`config.mk`:
```
export PLATFORM = sky130hd
export DESIGN_NAME = pc_redirect_ctrl
export DESIGN_NICKNAME = d
export VERILOG_FILES = /design/src/rtl/pc_redirect_ctrl.sv
export SDC_FILE = /design/constraint.sdc
export NUM_CORES = 1
export LEC_CHECK = 0
export ABC_AREA = 1
export CORE_MARGIN = 1.5
export CORE_UTILIZATION = 45
export CTS_CLUSTER_SIZE = 12
export DETAILED_ROUTE_END_ITERATION = 12
export PLACE_DENSITY = 0.78
export SYNTH_ARGS = -nofsm -noshare
export SYNTH_HDL_FRONTEND = slang
export SYNTH_SLANG_ARGS = --single-unit
```
`constraint.sdc`:
```
create_clock -name clk -period 2.15 [get_ports clk]
set_clock_uncertainty 0.2 [all_clocks]
set_input_delay 0.43 -clock clk [delete_from_list [all_inputs] [get_ports clk]]
set_output_delay 0.43 -clock clk [all_outputs]
set_load 0.1 [all_outputs]
```
`src/rtl/pc_redirect_ctrl.sv`:
```
// PC redirect and hazard control for the 5-stage RV32I pipeline.
// Optional perf counters are enabled with `define PC_REDIRECT_PERF_EN.
module pc_redirect_ctrl #(
    parameter int XLEN     = 32,
    parameter int MAX_WAIT = 15
) (
    input  logic            clk,
    input  logic            rst_n,
    input  logic            ex_valid,
    input  logic            ex_branch,
    input  logic            ex_jump,
    input  logic            ex_op3,
    input  logic [2:0]      ex_funct3,
    input  logic            ex_Z,
    input  logic            ex_S,
    input  logic            ex_U,
    input  logic [XLEN-1:0] ex_target,
    input  logic            id_load_use,
    input  logic            fetch_ready,
    output logic [1:0]      pc_src,
    output logic [XLEN-1:0] redirect_pc,
    output logic            pc_en,
    output logic            if_id_en,
    output logic            if_id_flush,
    output logic            id_ex_flush,
    output logic            redirect_pending,
    output logic            wait_timeout
`ifdef PC_REDIRECT_PERF_EN
    ,
    output logic [15:0]     perf_redirects,
    output logic [15:0]     perf_stalls
`endif
);

    typedef enum logic {IDLE = 1'b0, R_WAIT = 1'b1} state_t;

    localparam logic [7:0] MAX_WAIT_C = 8'(MAX_WAIT);

    state_t            state_q, state_d;
    logic [1:0]        src_q;
    logic [XLEN-1:0]   target_q;
    logic [7:0]        wait_cnt_q;
    logic [7:0]        wait_cnt_inc;
    logic              timeout_q;
    logic              cond;
    logic              take;
    logic [1:0]        take_src;

    always_comb begin
        cond = 1'b0;
        case (ex_funct3)
            3'b000:  cond = ex_Z;
            3'b001:  cond = ~ex_Z;
            3'b100:  cond = ex_S;
            3'b101:  cond = ~ex_S;
            3'b110:  cond = ex_U;
            3'b111:  cond = ~ex_U;
            default: cond = 1'b0;
        endcase
    end

    assign take     = ex_valid & ((ex_branch & cond) | ex_jump);
    assign take_src = (ex_jump & ~ex_op3) ? 2'b10 : 2'b01;

    assign wait_cnt_inc = (wait_cnt_q == 8'hFF) ? 8'hFF : wait_cnt_q + 8'd1;

    // Outputs are forced to their reset values while rst_n is low, independent of clk.
    always_comb begin
        state_d     = state_q;
        pc_src      = 2'b00;
        redirect_pc = '0;
        pc_en       = 1'b0;
        if_id_en    = 1'b0;
        if_id_flush = 1'b0;
        id_ex_flush = 1'b0;
        if (!rst_n) begin
            if_id_flush = 1'b1;
            id_ex_flush = 1'b1;
            state_d     = IDLE;
        end else begin
            case (state_q)
                IDLE: begin
                    if (take) begin
                        pc_src      = take_src;
                        redirect_pc = ex_target;
                        pc_en       = fetch_ready;
                        if_id_en    = 1'b1;
                        if_id_flush = 1'b1;
                        id_ex_flush = 1'b1;
                        if (!fetch_ready) state_d = R_WAIT;
                    end else if (id_load_use) begin
                        id_ex_flush = 1'b1;
                    end else begin
                        pc_en    = fetch_ready;
                        if_id_en = 1'b1;
                    end
                end
                R_WAIT: begin
                    pc_src      = src_q;
                    redirect_pc = target_q;
                    pc_en       = fetch_ready;
                    if_id_en    = 1'b1;
                    if_id_flush = 1'b1;
                    id_ex_flush = 1'b1;
                    if (fetch_ready) state_d = IDLE;
                end
                default: state_d = IDLE;
            endcase
        end
    end

    always_ff @(posedge clk or negedge rst_n) begin
        if (!rst_n) begin
            state_q    <= IDLE;
            src_q      <= 2'b00;
            target_q   <= '0;
            wait_cnt_q <= 8'd0;
            timeout_q  <= 1'b0;
        end else begin
            state_q <= state_d;
            if (state_q == IDLE && take && !fetch_ready) begin
                src_q      <= take_src;
                target_q   <= ex_target;
                wait_cnt_q <= 8'd0;
            end else if (state_q == R_WAIT) begin
                wait_cnt_q <= wait_cnt_inc;
                if (wait_cnt_inc >= MAX_WAIT_C) timeout_q <= 1'b1;
            end
        end
    end

    assign redirect_pending = (state_q == R_WAIT);
    assign wait_timeout     = timeout_q;

`ifdef PC_REDIRECT_PERF_EN
    always_ff @(posedge clk or negedge rst_n) begin
        if (!rst_n) begin
            perf_redirects <= 16'd0;
            perf_stalls    <= 16'd0;
        end else begin
            if (pc_en && pc_src != 2'b00 && perf_redirects != 16'hFFFF)
                perf_redirects <= perf_redirects + 16'd1;
            if (!pc_en && perf_stalls != 16'hFFFF)
                perf_stalls <= perf_stalls + 16'd1;
        end
    end
`endif

endmodule

```
==> flow_metrics.py <==
metrics = {
    "final_layout": {
        "diodes": 0,
        "final_cell_area_sq_mm": 0.00487,
        "fillers": 313,
        "area_delta_synth_final_pct": 83.8,
        "drive_gt1_frac": 0.319,
        "final_nets": 522,
    },
    "die": {
        "die_w_um": 79.7,
        "die_h_um": 79.7,
        "start_util": 0.472,
        "io_pins": 86,
        "dieArea_sq_mm": 0.00635,
        "num_rows": 27,
        "coreArea_sq_mm": 0.00561,
    },
    "detailed_routing": {
        "post_drt_wl_per_cell_um": 17.5,
        "drcViolationCount": 0,
        "via_per_inst": 5.91,
        "vias": 3236,
        "first_pass_iters": 5,
        "wirelength_mm": 9.60,
        "antenna_left": 0,
        "first_iter_violations": 227,
    },
    "synthesis": {
        "synth_edf_count": 0,
        "synth-seq-cells": 44,
        "synth_fp_nets": 420,
        "synthArstFlopShare": 1.00,
        "syn_inst": 373,
        "yosys.area.top_type": "dfrtp_1",
        "seq_area_frac_synth": 0.416,
        "synthFlopType": "dfrtp_1",
        "yosys_warnings": 0,
        "yosysMostFrequentCell": "nand2_1",
        "synth_area_sq_mm": 0.00265,
        "syn_area_per_cell_sq_um": 7.10,
        "synth_top_cell_area_share": 0.416,
        "synth_cell_types": 21,
        "synthTopCellsByCount": "nand2_1 (136), nand3_1 (53), dfrtp_1 (44)",
        "ys_top_cells_by_area": "dfrtp_1 (42%), nand2_1 (19%), nand3_1 (10%)",
    },
    "clocking": {
        "cts_tree": "built",
        "ctsLongestPathBuffers": 2,
        "clkTransAtPathRegs_ns": 0.08,
        "cts.sinks": 44,
        "clockRootBuffer": "clkbuf_8",
        "numCtsBuffers": 5,
        "clk-insertion-delay-late_ns": 0.30,
        "cts_max_level": 2,
    },
    "place": {
        "dp_hpwl_mm": 6.08,
        "postPlaceCellArea_sq_mm": 0.00457,
        "place_congestion": 0.866,
        "io_buffers": 85,
        "dp_slack_ns": -0.749,
    },
    "sta": {
        "setup-violations-final": 38,
        "tns_ns": -7.68,
        "max_freq_mhz": 414,
        "min_period_over_period": 1.12,
        "tightest_slew_ns": 0.426,
        "rsz0062_at_grt": "yes",
        "setup_ws_ns": -0.265,
        "post-route-min-period_ns": 2.42,
        "hold_ws_ns": 0.0594,
        "relSlewSlack": 0.716,
        "timing.final.hold_violations": 0,
        "drv_slew": 0,
    },
    "critical_path": {
        "crit_path_start_kind": "input pin",
        "cp_num_buf_inv": 3,
        "crit_required_ns": 1.52,
        "arrival_ns": 1.79,
        "crit_path_cell_trace": "buf_4 > or2_1 > nand4_1 > nand2_2 > nand2_2 > nand2_4 > buf_6 > nand2_8 > nand3_4 > or2_4 > buf_12",
        "cpPeakStageDelay_ns": 0.25,
        "worstPathMaxFanout": 4,
        "end_kind": "output port",
        "cp_top_family": "simple AND/OR/NAND/NOR gates",
        "slowest_stage": "or2_4",
        "crit_type": "input pin to output port",
        "critPathMostFrequentCell": "nand2_2",
    },
    "status": {
        "violations": "setup timing",
        "status": "complete, but fails checks",
    },
    "pwr": {
        "p_int_uw": 1640,
        "leakagePower_uw": 0.00207,
        "power_switching_uw": 1070,
        "power.density_mw_per_mm2": 558,
        "peakVddDrop_uv": 366,
        "clkPwrFrac": 0.190,
        "p_sw_frac": 0.395,
        "seq_power_share": 0.390,
        "p_total_uw": 2710,
        "pwr-share-comb": 0.420,
    },
    "global_routing": {
        "grt_use_total": 0.317,
        "grt_pass1_wl_mm": 15.5,
        "antenna_found_initial": 0,
        "grt.overflow.total": 0,
        "grt_pass1_vias": 3263,
        "grt_max_degree": 35,
    },
    "flow_run": {
        "drv_cap": 0,
    },
    "worst_hold_path": {
        "hold_path_class": "input pin to async pin",
    },
}
[worst register-to-register path: stages, from the launching register on]
cell	delay (ns)
dfrtp_1	0.41
ha_1	0.21
nand3_1	0.12
nor2_1	0.16
nand4_1	0.29
inv_1	0.17
o21ai_0	0.12
nor2_1	0.15
nor2_1	0.05
nand2_1	0.06
[state kept, by name (all words and copies together), names as in the netlist]
register / count
target_q: 32
wait_cnt_q: 8
src_q: 2
redirect_pending: 1
wait_timeout: 1
[worst paths after layout]
| path | end | startpoint | cells after the start | slack [ns] |
|---|---|---|---|---|
| hold / removal | wait_cnt_q[5]$_DFFE_PN0P_ | rst_n | 2 | 0.06 |
| min in group clk | target_q[27]$_DFFE_PN0N_ | target_q[27]$_DFFE_PN0N_ | 2 | 0.29 |
| max in group asynchronous | wait_timeout$_DFFE_PN0P_ | rst_n | 3 | 1.09 |
| hold reg to reg | target_q[27]$_DFFE_PN0N_ | target_q[27]$_DFFE_PN0N_ | 2 | 0.29 |
| setup / recovery | id_ex_flush | ex_funct3[0] | 11 | -0.27 |
| setup reg to reg | wait_timeout$_DFFE_PN0P_ | wait_cnt_q[0]$_DFFE_PN0P_ | 9 | 0.16 |
[kinds of logic (layout without fill, tap and decap cells)]
group	count (synthesis)	after routing	share of synthesized area
adders and majority gates	1	1	0.00473
xor gates and xnor gates	3	3	0.00993
and+or+nand+nor	240	240	0.417
buffers and inverters	45	148	0.0766
DFF	44	44	0.416
AOI/OAI and AO/OA	40	40	0.0756
[through the flow]
step / cells / utilization
4_1_cts: 544 / 0.854
3_3_place_gp: 527 / 0.815
3_5_place_dp: 527 / 0.815
5_1_grt: 548 / 0.868
6_report: 548 / 0.868
2_1_floorplan: 373 / -
[power groups by stage]
| stage | sequential (uW) | clock, uW | combinational, uW |
|---|---|---|---|
| floorplan | 1090 | 0 | 639 |
| global placement | 1060 | 0 | 1050 |
| detailed placement | 1060 | 0 | 1080 |
| CTS | 1050 | 516 | 1120 |
| global route | 1070 | 547 | 1200 |
| finish | 1060 | 516 | 1140 |
[cells in the final DEF (no fill, tap or decap), drive strengths merged, types with 2 or more instances in the layout]
master and n:
or2 3, nand3 53, dfrtp 44, clkdlybuf4s50 35
inv 12, xnor2 2, clkinv 3, nand4 37
nand2 138, clkbuf 7, nor2 9, o21ai 5
a21oi 35, buf 83, dlygate4sd2 3, dlygate4sd3 2
[layout make-up]
| cell class | instances | area [sq um] | share of cell area |
|---|---|---|---|
| clock buffer | 7 | 76.3 | 0.0157 |
| clock inverter | 1 | 5.00 | 0.00103 |
| multi-input combinational | 284 | 1810 | 0.372 |
| tap | 72 | 90.1 | 0.0185 |
| sequential | 44 | 1100 | 0.227 |
| inverter | 15 | 78.8 | 0.0162 |
| timing repair buffer | 125 | 1700 | 0.349 |
[repair_timing]
action	in CTS	in global routing
pin swaps	30	11
hold buffers	2	0
buffers inserted	7	5
cloned	1	0
endpoints found under the setup margin	72	38
resized for setup	49	12
endpoints found under the hold margin	2	0
[layer usage]
metal	routed length, um	GRT usage	up-vias
li1	-	-	1472
met1	3660	0.375	1548
met2	4970	0.564	181
met3	687	0.0629	35
met4	277	0.119	0
met5	0	0	-
Note: power is estimated with default switching activity, not from simulation.
